===== config.mk =====
export PLATFORM = sky130hd
export DESIGN_NAME = move_repeat
export DESIGN_NICKNAME = d
export VERILOG_FILES = /design/src/rtl/move_repeat.sv
export SDC_FILE = /design/constraint.sdc
export NUM_CORES = 1
export LEC_CHECK = 0
export BUFFER_PORTS_ARGS = -buffer_cell sky130_fd_sc_hd__buf_2
export CORE_MARGIN = 5
export CORE_UTILIZATION = 40
export DETAILED_ROUTE_END_ITERATION = 16
export GPL_TIMING_DRIVEN = 0
export HOLD_SLACK_MARGIN = 0.05
export PLACE_DENSITY = 0.55
export SLEW_MARGIN = 10
export SYNTH_ARGS = -nofsm -noshare
export SYNTH_HDL_FRONTEND = slang
export SYNTH_SLANG_ARGS = --single-unit

===== constraint.sdc =====
create_clock -name clk -period 3.1 [get_ports clk]
set_clock_uncertainty 0.05 [all_clocks]
set_input_delay 0 -clock clk [delete_from_list [all_inputs] [get_ports clk]]
set_output_delay 0 -clock clk [all_outputs]
set_load 0.005 [all_outputs]

===== src/rtl/move_repeat.sv =====
// rtl/move_repeat.sv - held left/right key levels to req/ack move requests with delayed auto-repeat (optional MOVE_REPEAT_SYNC_EN)
module move_repeat #(
    parameter int DAS_DELAY  = 8500000,
    parameter int ARR_PERIOD = 2500000,
    parameter int CNT_W      = 24
) (
    input  logic       clk,
    input  logic       reset_n,
    input  logic       left,
    input  logic       right,
    input  logic       move_ack,
    output logic       move_req,
    output logic       move_dir,
    output logic [1:0] state
);

    typedef enum logic [1:0] {
        S_IDLE   = 2'd0,
        S_DELAY  = 2'd1,
        S_REPEAT = 2'd2,
        S_BAD    = 2'd3
    } state_t;

    typedef enum logic [1:0] {
        D_NONE = 2'd0,
        D_L    = 2'd1,
        D_R    = 2'd2
    } dir_t;

    localparam logic [CNT_W-1:0] DAS_LAST = CNT_W'(DAS_DELAY - 1);
    localparam logic [CNT_W-1:0] ARR_LAST = CNT_W'(ARR_PERIOD - 1);

    logic left_s;
    logic right_s;

`ifdef MOVE_REPEAT_SYNC_EN
    logic [1:0] left_sync_q;
    logic [1:0] right_sync_q;

    // Two-flop synchronisers for key levels from another clock domain
    always_ff @(posedge clk or negedge reset_n) begin
        if (!reset_n) begin
            left_sync_q  <= 2'b00;
            right_sync_q <= 2'b00;
        end else begin
            left_sync_q  <= {left_sync_q[0], left};
            right_sync_q <= {right_sync_q[0], right};
        end
    end

    assign left_s  = left_sync_q[1];
    assign right_s = right_sync_q[1];
`else
    assign left_s  = left;
    assign right_s = right;
`endif

    state_t           state_q, state_d;
    dir_t             prev_dir_q, cur_dir;
    logic [CNT_W-1:0] cnt_q, cnt_d;
    logic             req_q, req_d;
    logic             dir_q, dir_d;
    logic             fire;

    // Both keys held cancel each other out, same as no key
    always_comb begin
        cur_dir = D_NONE;
        if (left_s && !right_s) begin
            cur_dir = D_L;
        end else if (right_s && !left_s) begin
            cur_dir = D_R;
        end
    end

    // Next-state: new press restarts the delay from any state; hold walks DELAY -> REPEAT
    always_comb begin
        state_d = state_q;
        cnt_d   = cnt_q;
        fire    = 1'b0;
        if (cur_dir != D_NONE && cur_dir != prev_dir_q) begin
            state_d = S_DELAY;
            cnt_d   = '0;
            fire    = 1'b1;
        end else begin
            case (state_q)
                S_IDLE: begin
                    cnt_d = '0;
                end
                S_DELAY: begin
                    if (cur_dir == D_NONE) begin
                        state_d = S_IDLE;
                        cnt_d   = '0;
                    end else if (cnt_q == DAS_LAST) begin
                        state_d = S_REPEAT;
                        cnt_d   = '0;
                        fire    = 1'b1;
                    end else begin
                        cnt_d = cnt_q + CNT_W'(1);
                    end
                end
                S_REPEAT: begin
                    if (cur_dir == D_NONE) begin
                        state_d = S_IDLE;
                        cnt_d   = '0;
                    end else if (cnt_q == ARR_LAST) begin
                        cnt_d = '0;
                        fire  = 1'b1;
                    end else begin
                        cnt_d = cnt_q + CNT_W'(1);
                    end
                end
                default: begin
                    state_d = S_IDLE;
                    cnt_d   = '0;
                end
            endcase
        end
    end

    // Request handshake: a fire beats a same-cycle ack, and is dropped if the slot is still occupied
    always_comb begin
        req_d = req_q;
        dir_d = dir_q;
        if (fire && (!req_q || move_ack)) begin
            req_d = 1'b1;
            dir_d = (cur_dir == D_R);
        end else if (req_q && move_ack) begin
            req_d = 1'b0;
        end
    end

    // State, counter and handshake registers
    always_ff @(posedge clk or negedge reset_n) begin
        if (!reset_n) begin
            state_q    <= S_IDLE;
            prev_dir_q <= D_NONE;
            cnt_q      <= '0;
            req_q      <= 1'b0;
            dir_q      <= 1'b0;
        end else begin
            state_q    <= state_d;
            prev_dir_q <= cur_dir;
            cnt_q      <= cnt_d;
            req_q      <= req_d;
            dir_q      <= dir_d;
        end
    end

    assign move_req = req_q;
    assign move_dir = dir_q;
    assign state    = state_q;

endmodule

==> results.md <==
- Max VDD drop: 266 uV
- Post-Syn Area: ~0.0019 mm2
- Largest net degree at the start of global routing: 31
- Maximum clock rate: about 370 MHz
- # H-tree levels: 2
- # Post-CTS Setup Buffers: 0
- CTS Buf Count: 5
- Final-report max-slew violation count: 0
- Reg2Reg Depth: 6
- Synthesis-to-layout area growth: 12.8%
- Syn_area_per_cell: slightly below 10 um2
- Critical path endpoint category: flip-flop
- Synthesis Warnings: 0
- Final-report hold violation count: 0
- DRT Pass-1 Iters: 4
- Die ar.: between 0.006 and 0.007 mm2
- Wirelength per Cell: approximately 17 um
- FF-to-FF End: cnt_q[21]
- Clk sinks: 30
- Max-cap viol count: 0
- Die Ht: between 70 and 80 um
- Worst Path Required: around 3.2 ns
- Worst R2R Setup Slack: between 0.4 and 0.5 ns
- Leakage: roughly 0.00075 uW
- Share of cells above drive strength 1: between 10% and 20%
- Top Family by Delay on Critical Path: compound AO/OA/AOI/OAI gates
- Hold path startpoint: move_ack
- Io pins: 9
- Sequential fraction of the synthesis area: approximately two fifths
- Setup violations, final: 0
- Overall Global Routing Usage: 15.5%
- Sw Pwr: about 310 uW
- CTS resizes: 0
- Critical path buffers and inverters: 1
- Initial core utilization: 42.1%
- Routed wire length: 4450 um
- Relative slew slack: a little under three fifths
- Flops & latches, synth: 30
- Worst-path fanout max: 10
- Proportion of power drawn by the clock network: approximately a third
- Worst slew pin tran: between 0.6 and 0.7 ns
- Startpoint Class: flip-flop
- Crit-path max cell delay: 0.57 ns
- Crit path kind: flip-flop to flip-flop
- Worst hold path type: primary input to flip-flop
- Final RePlAce weighted congestion: 0.791
- Sw Ratio: between 30 and 40%
- CP Cell Sequence: ha_1 > and4_1 > nand3_1 > o21ai_1 > clkbuf_1 > a221oi_1
- DRT iter0 DRCs: between 100 and 150
- Sequential power share: between 40% and 50%
- Placeable Area: 0.00444 mm2
- Site Rows: 24
- HPWL Detailed: approximately 3100 um
- Nets: approximately 220
- Power Density: about 460 mW/mm2
- DRC: 0
- Syn Nets: a little over 200
- Hold depth: 3
- Port Buffers: 8
- Cells after Synth: roughly 190
- CTS Root Cell: clkbuf_8
- Hold Path End: move_req
- First-pass GRT wire length: 7470 um
- Pint: roughly 650 uW
- Minimum clock period: about 2.7 ns
- Routed Antenna Nets: 0
- CTS max path bufs: 2
- CTS clk-pin slew, worst paths: roughly 0.070 ns
- Unique masters post-synth: 41
- Ant diodes: 0
- CP max-delay cell: o21ai_1
- Clock latency at the later pin of the worst-skew pair: around 0.29 ns
- Unrepaired setup endpoints after global routing: no
- R2R Path Start: cnt_q[0]
- Post-route setup TNS: 0 ns
- Die W: 78.4 um
- Overflow after GRT: 0
- Status: finished, final reports clean
- Tcrit/Tclk final: between 80% and 90%
- Number of global-route vias before repair: ~1600
- Vias per Instance: slightly above 6
- Logic pwr share: 21.4%
- CTS tree: done
- Crit path DAT: between 2 and 3 ns
- Total number of vias: ~1600
- Hold Worst Slack: about 0.084 ns
- Initial antenna violation count: 0
-- repair_timing --
action,4_1_cts,5_1_grt
hold buffers,4,0
endpoints found under the hold margin,32,0
endpoints found under the setup margin,0,0
-- per-layer routing --
layer | GRT usage (%) | part of all wire (%) | routed length [um] | vias up
li1 | - | - | - | 779
met1 | 20.7 | 49 | 2180 | 773
met2 | 24.1 | 45 | 2010 | 35
met3 | 3.55 | 4.0 | 178 | 10
met4 | 6.47 | 2.0 | 87 | 0
met5 | 0 | 0 | 0 | -
-- worst min-delay path, cell delays in order --
cell and delay [ns]:
buf_2 0.09, nor2b_1 0.15, or3_1 0.14
-- per-stage QoR --
stage | util [%] | instances | instance area (um2) | total power (uW) | worst slack, ns
floorplan | - | 191 | 1870 | 562 | 0.973
global placement | 44.5 | 251 | 1980 | 627 | 0.608
detailed placement | 44.5 | 251 | 1980 | 635 | 0.521
CTS | 47.6 | 263 | 2110 | 978 | 0.501
global route | 47.6 | 263 | 2110 | 1020 | 0.318
finish | 47.6 | 263 | 2110 | 967 | 0.427
-- cells in the mapped netlist, drive strengths merged --
cell / instances / area [um2]
nand2: 12 / 45.0
dfrtp: 30 / 751
nand4b: 1 / 8.76
o31ai: 3 / 22.5
nor4b: 3 / 26.3
or3: 10 / 63.8
a221oi: 11 / 128
nand3b: 1 / 7.51
nor4: 4 / 25.0
clkbuf: 6 / 22.5
nor3: 3 / 15.0
nand4: 7 / 56.3
or4: 5 / 37.5
xor2: 3 / 26.3
a211oi: 15 / 113
and4b: 2 / 20.0
a2111o: 1 / 11.3
or4b: 1 / 10.0
nand3: 12 / 65.1
and4: 1 / 8.76
o211ai: 2 / 15.0
inv: 8 / 30.0
o311ai: 1 / 8.76
nor2: 5 / 18.8
a21o: 1 / 7.51
o2bb2a: 1 / 10.0
o21ai: 10 / 50.1
buf: 5 / 30.0
nand2b: 2 / 12.5
ha: 6 / 75.1
a21oi: 1 / 5.00
nor4bb: 2 / 20.0
and3: 3 / 18.8
nor2b: 2 / 12.5
xnor2: 11 / 96.3
-- how the worst max path moves through the flow --
stage | startpoint | to | cells past startpoint
3_5_place_dp | cnt_q[0] | cnt_q[21] | 6
3_3_place_gp | cnt_q[0] | cnt_q[17] | 6
4_1_cts | cnt_q[0] | cnt_q[21] | 6
6_report | cnt_q[0] | cnt_q[21] | 6
2_1_floorplan | cnt_q[0] | cnt_q[16] | 6
5_1_grt | cnt_q[0] | cnt_q[21] | 6
-- cell type report --
type                            count  area [um2]
Sequential cell                    30         751
Inverter                            8        30.0
Multi-Input combinational cell    142        1040
Clock buffer                        6        82.6
Timing Repair Buffer               12        80.1
Fill cell                         437        2330
Clock inverter                      2        12.5
Buffer                             11        52.6
Tap cell                           52        65.1
-- layout by cell type, fill, tap and decap left out, types with 2 or more instances in the layout --
master,instances
dfrtp_1,30
a211oi_1,15
nand2_1,12
nand3_1,11
buf_2,11
xnor2_1,11
or3_1,9
inv_1,8
o21ai_0,8
clkbuf_1,6
a221oi_1,6
ha_1,6
clkbuf_8,6
or4_1,5
nand4_1,5
a221oi_2,5
nor2_1,5
nor4_1,4
dlygate4sd3_1,4
nor4b_1,3
and3_1,3
nor3_1,3
o31ai_1,3
xor2_1,3
buf_4,2
nor4bb_1,2
o21ai_1,2
and4b_1,2
nand4_2,2
nand2b_1,2
nor2b_1,2
o211ai_1,2
-- state kept, by name (all words and copies together), names as in the netlist --
register,count
cnt_q,24
move_dir,1
move_req,1
prev_dir_q,2
state,2
-- power groups by stage --
stage          logic, uW  clock network [uW]  registers, uW
6_report             207                 337            424
5_1_grt              230                 366            425
4_1_cts              209                 346            423
3_5_place_dp         204                   0            431
3_3_place_gp         198                   0            428
2_1_floorplan        132                   0            430
-- cell families (layout without fill, tap and decap cells) --
kind of cell               Yosys count  in the layout  share of synthesized area, %
adders and majority gates            6              6                          4.01
AOI/OAI and AO/OA                   46             46                          19.8
DFF                                 30             30                          40.1
buffers and inverters               19             39                          4.41
xor gates and xnor gates            14             14                          6.55
and+or+nand+nor                     76             76                          25.2
(Power assumes the default switching activity.)
